[src/rtl/corr_accumulator.sv]
// corr_accumulator
//   Coherent-integration stage wrapped around an external registered 32-bit
//   multiplier. Operand pairs arrive on a valid/ready stream. They pass
//   straight through to the multiplier. One cycle later the multiplier
//   result is folded into a wide signed accumulator. After INT_LEN products
//   the sum is presented on a valid/ready output.
//
// Ports
//   clk, rst_n            clock, asynchronous active-low reset
//   start                 begins an integration when idle
//   in_valid/in_ready     operand stream handshake, in_a/in_b signed operands
//   mul_en, mul_op_a/b    multiplier enable and operands (combinational)
//   mul_result            registered product of the previously enabled pair
//   out_valid/out_ready   result handshake, out_sum signed ACC_W-bit sum
//   busy                  any state other than IDLE
//   overflow              sticky signed-wrap flag for the current integration
module corr_accumulator #(
    parameter int INT_LEN = 1023,
    parameter int ACC_W   = 48
) (
    input  logic             clk,
    input  logic             rst_n,
    input  logic             start,
    input  logic             in_valid,
    output logic             in_ready,
    input  logic [31:0]      in_a,
    input  logic [31:0]      in_b,
    output logic             mul_en,
    output logic [31:0]      mul_op_a,
    output logic [31:0]      mul_op_b,
    input  logic [31:0]      mul_result,
    output logic             out_valid,
    input  logic             out_ready,
    output logic [ACC_W-1:0] out_sum,
    output logic             busy,
    output logic             overflow
);

    localparam logic [1:0] S_IDLE  = 2'd0;
    localparam logic [1:0] S_RUN   = 2'd1;
    localparam logic [1:0] S_DRAIN = 2'd2;
    localparam logic [1:0] S_DONE  = 2'd3;

    localparam logic [15:0] LAST = 16'(INT_LEN - 1);

    logic [1:0]       state_q, state_d;
    logic [15:0]      cnt_q, cnt_d;
    logic             pend_q, pend_d;
    logic [ACC_W-1:0] acc_q, acc_d;
    logic             ovf_q, ovf_d;

    logic             hs;
    logic [ACC_W-1:0] prod_ext;
    logic [ACC_W-1:0] sum;
    logic             wrap;

    assign in_ready = (state_q == S_RUN);
    assign hs       = in_valid & in_ready;
    assign mul_en   = hs;
    assign mul_op_a = in_a;
    assign mul_op_b = in_b;

    // The multiplier only returns the low 32 bits; treat them as signed.
    assign prod_ext = {{(ACC_W-32){mul_result[31]}}, mul_result};
    assign sum      = acc_q + prod_ext;
    // Signed wrap: equal-sign addends producing a result of the other sign.
    assign wrap     = (acc_q[ACC_W-1] == prod_ext[ACC_W-1]) &&
                      (sum[ACC_W-1] != acc_q[ACC_W-1]);

    always_comb begin
        state_d = state_q;
        cnt_d   = cnt_q;
        acc_d   = acc_q;
        ovf_d   = ovf_q;
        // pend marks that mul_result now holds the product of last cycle's
        // handshake; it is the only time mul_result is meaningful.
        pend_d  = hs;

        if (pend_q) begin
            acc_d = sum;
            if (wrap) ovf_d = 1'b1;
        end

        case (state_q)
            S_IDLE: begin
                if (start) begin
                    state_d = S_RUN;
                    acc_d   = '0;
                    cnt_d   = '0;
                    ovf_d   = 1'b0;
                end
            end
            S_RUN: begin
                if (hs) begin
                    cnt_d = cnt_q + 16'd1;
                    if (cnt_q == LAST) state_d = S_DRAIN;
                end
            end
            // One cycle for the final product to land in acc.
            S_DRAIN: state_d = S_DONE;
            S_DONE: begin
                if (out_ready) state_d = S_IDLE;
            end
            default: state_d = S_IDLE;
        endcase
    end

    always_ff @(posedge clk or negedge rst_n) begin
        if (!rst_n) begin
            state_q <= S_IDLE;
            cnt_q   <= '0;
            pend_q  <= 1'b0;
            acc_q   <= '0;
            ovf_q   <= 1'b0;
        end else begin
            state_q <= state_d;
            cnt_q   <= cnt_d;
            pend_q  <= pend_d;
            acc_q   <= acc_d;
            ovf_q   <= ovf_d;
        end
    end

    assign out_valid = (state_q == S_DONE);
    assign out_sum   = out_valid ? acc_q : '0;
    assign busy      = (state_q != S_IDLE);
    assign overflow  = ovf_q;

endmodule

[config.mk]
export PLATFORM = sky130hd
export DESIGN_NAME = corr_accumulator
export DESIGN_NICKNAME = d
export VERILOG_FILES = /design/src/rtl/corr_accumulator.sv
export SDC_FILE = /design/constraint.sdc
export NUM_CORES = 1
export LEC_CHECK = 0
export CELL_PAD_IN_SITES_DETAIL_PLACEMENT = 1
export CELL_PAD_IN_SITES_GLOBAL_PLACEMENT = 1
export CORE_MARGIN = 2
export CORE_UTILIZATION = 37
export CTS_CLUSTER_DIAMETER = 120
export DETAILED_ROUTE_END_ITERATION = 10
export GPL_TIMING_DRIVEN = 1
export PLACE_DENSITY = 0.92
export SYNTH_ARGS = -nofsm -noshare
export SYNTH_HDL_FRONTEND = slang
export SYNTH_SLANG_ARGS = --single-unit
export TNS_END_PERCENT = 20
[constraint.sdc]
create_clock -name clk -period 4.2 [get_ports clk]
set_clock_uncertainty 0.05 [all_clocks]
set_input_delay 1.26 -clock clk [delete_from_list [all_inputs] [get_ports clk]]
set_output_delay 1.26 -clock clk [all_outputs]
set_load 0.05 [all_outputs]
==> out/results.ini, run 1 <==
[finish]
syn2layout_area_growth_pct = 16.3
fin_area_um2 = 7850
nets = 1031
diodes = 0
layout-drive-gt1-share = 0.141

[routing]
drc = 0
via_per_inst = 5.67
drt_iter0_markers = 319
ant_nets = 0
vias = 6290
routed_wl_mm = 20.7
firstDrtPassIters = 4
wl_per_cell_um = 18.7

[timing]
setup_ws_ns = 0.241
finalHoldViolCount = 0
relSlewSlack = 0.431
rsz0062_at_grt = false
setup-violations-final = 0
setup_tns_ns = 0
slew_viol_final = 0
tightest_slew_ns = 0.849
fmax_mhz = 253
period_share = 0.943
period_minus_slack_ns = 3.96
holdWs_ns = 0.491

[yosys]
yosys-top-cells-count = nor2_1 (77), dfrtp_1 (68), buf_4 (64), a21oi_1 (62), and2_1 (56)
ys_warn_count = 0
ys_async_sr_fraction = 1.00
ys_ff_latch = 68
syn-num-nets = 988
syn_area_per_cell_um2 = 8.11
yosys.area.top_type = dfrtp_1
yosysSeqAreaShare = 0.252
synthFlopType = dfrtp_1
synth_area_leaders = dfrtp_1 (25%), ha_1 (10%), buf_4 (7.1%), and2_1 (5.2%), a21oi_1 (4.6%)
synthDistinctLibCells = 77
synth_top_area_share = 0.252
syn_inst = 832
synth_edf_count = 0
synth.most_common_cell = nor2_1
netlist_area_um2 = 6750

[clock_tree]
ctsHtreeMaxLevel = 3
clock-root-buffer = clkbuf_16
clkTransAtPathRegs_ns = 0.07
cts_buffers = 9
worstSkewPairLatency_ns = 0.35
cts_tree = done
cts.path.max_buffers = 2
post_cts_buffers = 0
clkSinkCount = 68

[outcome]
status = complete, no violations

[job]
cap_violations = 0

[worst_setup_path]
required_ns = 4.44
path_max_fanout = 7
crit_type = in2reg
critPathLaunchType = primary input
arrival_ns = 4.20
endpoint_kind = flop

[placement]
placed_cell_area_um2 = 7530
io_buffers = 89
place_ws_ns = -0.120
place_congestion = 0.885
dp_hpwl_mm = 15.7

[floorplan]
rows = 49
fp.dieW_um = 139
die_h_um = 139
pin_count = 218
start_util = 0.377
core_area_um2 = 17900
dieArea_um2 = 19300

[grt]
antenna_found_initial = 0
globalRouteOverflowTotal = 0
grt_pass1_vias = 6587
grt_usage = 0.214
grt_pass1_wl_mm = 34.0
grt_start_max_net_pins = 54

[hold_path]
hold_class = reg2reg

[pwr]
p_leak_nw = 3.62
ir_worst_vdd_v = 0.000491
p_per_area_nw_per_um2 = 728

## registers in the layout, summed over array words and instances (netlist names)
signal,count
overflow,1
pend_q,1
cnt_q,16
acc_q,48
state_q,2
## kinds of logic (layout without fill, tap and decap cells)
group | count (synthesis) | after routing | share of synthesized area
simple gates | 298 | 298 | 0.225
compound gates | 225 | 225 | 0.229
buf+inv | 126 | 174 | 0.108
flops | 68 | 68 | 0.252
fa+ha+maj | 55 | 55 | 0.103
xor+xnor | 38 | 38 | 0.0493
mux | 22 | 22 | 0.0330
## cell type report
class / count / area [µm²]
clock buffer: 9 / 225
multi-input combinational: 638 / 4320
fill: 2191 / 10100
sequential: 68 / 1700
tap: 229 / 287
inverter: 23 / 86.3
timing repair buffer: 135 / 1140
clock inverter: 7 / 81.3
## metrics by stage
step	total power [mW]	cells	utilization
after CTS	5.71	1109	0.438
after global placement	4.71	1093	0.421
after detailed placement	4.85	1093	0.421
after floorplan	3.85	832	-
final	5.71	1109	0.438
after global routing	6.13	1109	0.438
## layout by cell type, fill, tap and decap left out, drive strengths merged, types with 7 or more instances in the layout
| master | synthesis | final |
|---|---|---|
| o21bai | 7 | 7 |
| inv | 22 | 26 |
| a31oi | 9 | 9 |
| and3 | 10 | 10 |
| and2 | 58 | 58 |
| mux2i | 20 | 20 |
| nand4 | 16 | 16 |
| nand2 | 55 | 55 |
| o211ai | 8 | 8 |
| clkdlybuf4s50 | 0 | 48 |
| xnor2 | 23 | 23 |
| clkbuf | 34 | 9 |
| nor3 | 16 | 16 |
| dfrtp | 68 | 68 |
| ha | 54 | 54 |
| nand3 | 25 | 25 |
| o21ai | 42 | 42 |
| a21oi | 64 | 64 |
| a21o | 27 | 27 |
| buf | 69 | 87 |
| a211oi | 22 | 22 |
| nor2 | 77 | 77 |
| xor2 | 15 | 15 |
## repair_timing
item	in CTS	in global routing
hold buffers	0	0
endpoints found under the setup margin	0	1
resized for setup	0	1
endpoints found under the hold margin	0	0
## path summary, 6_finish.rpt
| path | start | to | slack, ns | depth (start not counted) |
|---|---|---|---|---|
| max | mul_result[4] | acc_q[46] | 0.24 | 12 |
| min reg2reg | cnt_q[15] | cnt_q[15] | 0.49 | 2 |
| min | cnt_q[15] | cnt_q[15] | 0.49 | 2 |
| max in group asynchronous | rst_n | acc_q[22] | 2.70 | 2 |
| min in group asynchronous | rst_n | cnt_q[11] | 0.69 | 1 |
| max reg2reg | acc_q[14] | acc_q[46] | 1.17 | 10 |
## power by group
| group | leakage (nW) | total (mW) | internal (mW) | switching (mW) |
|---|---|---|---|---|
| logic | 2.58 | 3.81 | 1.47 | 2.34 |
| clock network | 0.147 | 0.811 | 0.469 | 0.342 |
| registers | 0.885 | 1.09 | 0.882 | 0.204 |
## critical path, cell delays in order
cell and delay, ns:
clkdlybuf4s50_1 0.43, ha_1 0.40, o21ai_0 0.17, o21bai_1 0.24, a311oi_2 0.13, buf_4 0.18, o21a_1 0.22, o2bb2ai_1 0.31
nor3_1 0.11, buf_4 0.15, or4_1 0.50, nand3_1 0.09
## per-layer routing
layer	track usage	part of all wire	up-vias
met5	0	0	-
met4	0.0617	0.015	0
met3	0.0359	0.052	27
met2	0.370	0.49	178
met1	0.276	0.44	3083
li1	-	-	3002
(Power assumes the default switching activity.)
==> run 2, diff against run 1 <==
- PLACE_DENSITY: 0.92 -> 0.85
==> run 2 against run 1 <==
Against the previous run:
- die area did not move
- via count is 2.1% lower
- critical path depth unchanged
- critical endpoint is now acc_q[14]
- highest routed layer unchanged
==> out/results.ini, run 2 (synthesized netlist as in run 1, its figures left out) <==
[routing]
routed_wl_mm = 20.5  ; -0.96%
vias = 6159  ; -2.1%
drt_iter0_markers = 307  ; -3.8%
firstDrtPassIters = 4  ; unchanged
drc = 0  ; unchanged
via_per_inst = 5.58  ; -1.6%
wl_per_cell_um = 18.6  ; -0.42%
ant_nets = 0  ; unchanged

[worst_setup_path]
cp_common_cell = o21bai_1
r2r_start = acc_q[0]
crit_family = compound AO/OA/AOI/OAI gates
rrSetupSlack_ns = 1.14  ; -0.03 ns
critical-path-max-stage-delay_ns = 0.41  ; -0.09 ns
arrival_ns = 4.24  ; +0.04 ns
slowest_stage = clkdlybuf4s50_1
critPathLaunchType = primary input
crit_start = mul_result[0]
required_ns = 4.43  ; about the same
endpoint_kind = flop
path_max_fanout = 7  ; unchanged
path_buf_inv = 2  ; -1
crit_type = in2reg
worstPathCellList = clkdlybuf4s50_1 -> ha_1 -> fa_1 -> a211oi_1 -> o21bai_1 -> a311oi_2 -> buf_4 -> o21bai_1 -> a21o_1 -> a31oi_1 -> mux2_1 -> a21oi_1

[timing]
finalHoldViolCount = 0  ; unchanged
slew_viol_final = 0  ; unchanged
setup_tns_ns = 0  ; unchanged
fmax_mhz = 250  ; -1.1%
setup-violations-final = 0  ; unchanged
rsz0062_at_grt = false
tightest_slew_ns = 0.835  ; -0.0141 ns
period_minus_slack_ns = 4.00  ; +0.0434 ns
period_share = 0.953  ; +0.0103
relSlewSlack = 0.442  ; +0.0115

[floorplan]
die_h_um = 139  ; unchanged
start_util = 0.377  ; unchanged
fp.dieW_um = 139  ; unchanged
rows = 49  ; unchanged
core_area_um2 = 17900  ; unchanged
dieArea_um2 = 19300  ; unchanged
pin_count = 218  ; unchanged

[finish]
final_cell_mix = buf_4 (87), nor2_1 (77), dfrtp_1 (67)
final_common_cell = buf_4
layout.filler_cells = 2145  ; -2.1%
diodes = 0  ; unchanged
reg.largest.list = acc_q (48), cnt_q (16), state_q (2)
instances_no_fill = 1103  ; -0.54%
layout-drive-gt1-share = 0.144  ; +0.00326
largest_register_ffs = 48  ; unchanged
nets = 1025  ; -0.58%
largest_register = acc_q
syn2layout_area_growth_pct = 15.7

[clock_tree]
worstSkewPairLatency_ns = 0.36  ; about the same
cts_tree = done
cts_resized = 0  ; unchanged
cts_buffers = 9  ; unchanged
post_cts_buffers = 0  ; unchanged
clock-root-buffer = clkbuf_16
cts_hold_buf = 0  ; unchanged
cts.path.max_buffers = 2  ; unchanged
clkTransAtPathRegs_ns = 0.06  ; about the same
clkSinkCount = 68  ; unchanged
ctsHtreeMaxLevel = 3  ; unchanged

[grt]
grt_pass1_vias = 6603  ; +0.24%
grt_start_max_net_pins = 54  ; unchanged
antenna_found_initial = 0  ; unchanged
globalRouteOverflowTotal = 0  ; unchanged
grt_usage = 0.215  ; +0.00113
grt_pass1_wl_mm = 34.2  ; +0.77%

[placement]
place_congestion = 0.881  ; -0.41%
dp_hpwl_mm = 15.1  ; -3.5%
io_buffers = 89  ; unchanged
placedCellCount = 1087  ; -0.55%

[outcome]
status = complete, no violations

[job]
cap_violations = 0  ; unchanged

[hold_path]
worstHoldStart = acc_q[26]
hold_class = reg2reg

[pwr]
ir_worst_vdd_v = 0.000650  ; +32%
p_per_area_nw_per_um2 = 730  ; +0.31%
p_leak_nw = 3.61  ; about the same

==> run 2: changes by cell type in the layout (fill, tap and decap cells not counted), sizes merged <==
cell / delta
buf: +3
bufinv: +1
clkdlybuf4s50: -9
clkinv: +1
inv: -2
==> run 2: cell type report <==
cell class / instances / area, µm² / area share
tap: 229 / 287 / 0.0367
clock inverter: 7 / 98.8 / 0.0127
sequential: 68 / 1700 / 0.218
clock buffer: 9 / 225 / 0.0289
timing repair buffer: 129 / 1090 / 0.140
multi-input combinational: 638 / 4310 / 0.553
inverter: 23 / 86.3 / 0.0111
==> run 2: worst min-delay path, stage by stage, from the launching register on <==
cell,delay [ns]
dfrtp_1,0.36
mux2i_1,0.08
nor2_1,0.07
==> run 2: per-stage QoR <==
step / power [mW] / setup WS, ns / hold WS (ns) / util / instance area (µm²)
after global routing: 6.12 / 0.0315 / 0.530 / 0.436 / 7800
after floorplan: 3.85 / 0.477 / 0.446 / - / 6750
after CTS: 5.71 / 0.207 / 0.505 / 0.436 / 7800
final: 5.70 / 0.197 / 0.502 / 0.436 / 7800
after global placement: 4.67 / -0.00270 / 0.473 / 0.418 / 7480
after detailed placement: 4.80 / -0.0807 / 0.490 / 0.418 / 7480
==> run 2: per-layer routing <==
layer | part of all wire | up-vias | global-route usage
met5 | 0 | - | 0
met4 | 0.012 | 0 | 0.0558
met3 | 0.043 | 19 | 0.0387
met2 | 0.49 | 144 | 0.369
met1 | 0.46 | 3011 | 0.280
li1 | - | 2985 | -
==> run 2: power breakdown <==
| part | internal [mW] | switching [mW] |
|---|---|---|
| logic | 1.44 | 2.31 |
| clock network | 0.524 | 0.341 |
| registers | 0.882 | 0.198 |
==> run 2: path summary, 6_finish.rpt <==
check,endpoint,depth (start not counted)
setup / recovery,acc_q[14],12
hold / removal,acc_q[26],2
setup reg to reg,acc_q[14],11
hold reg to reg,acc_q[26],2
max in group asynchronous,pend_q,2
min in group asynchronous,acc_q[8],1
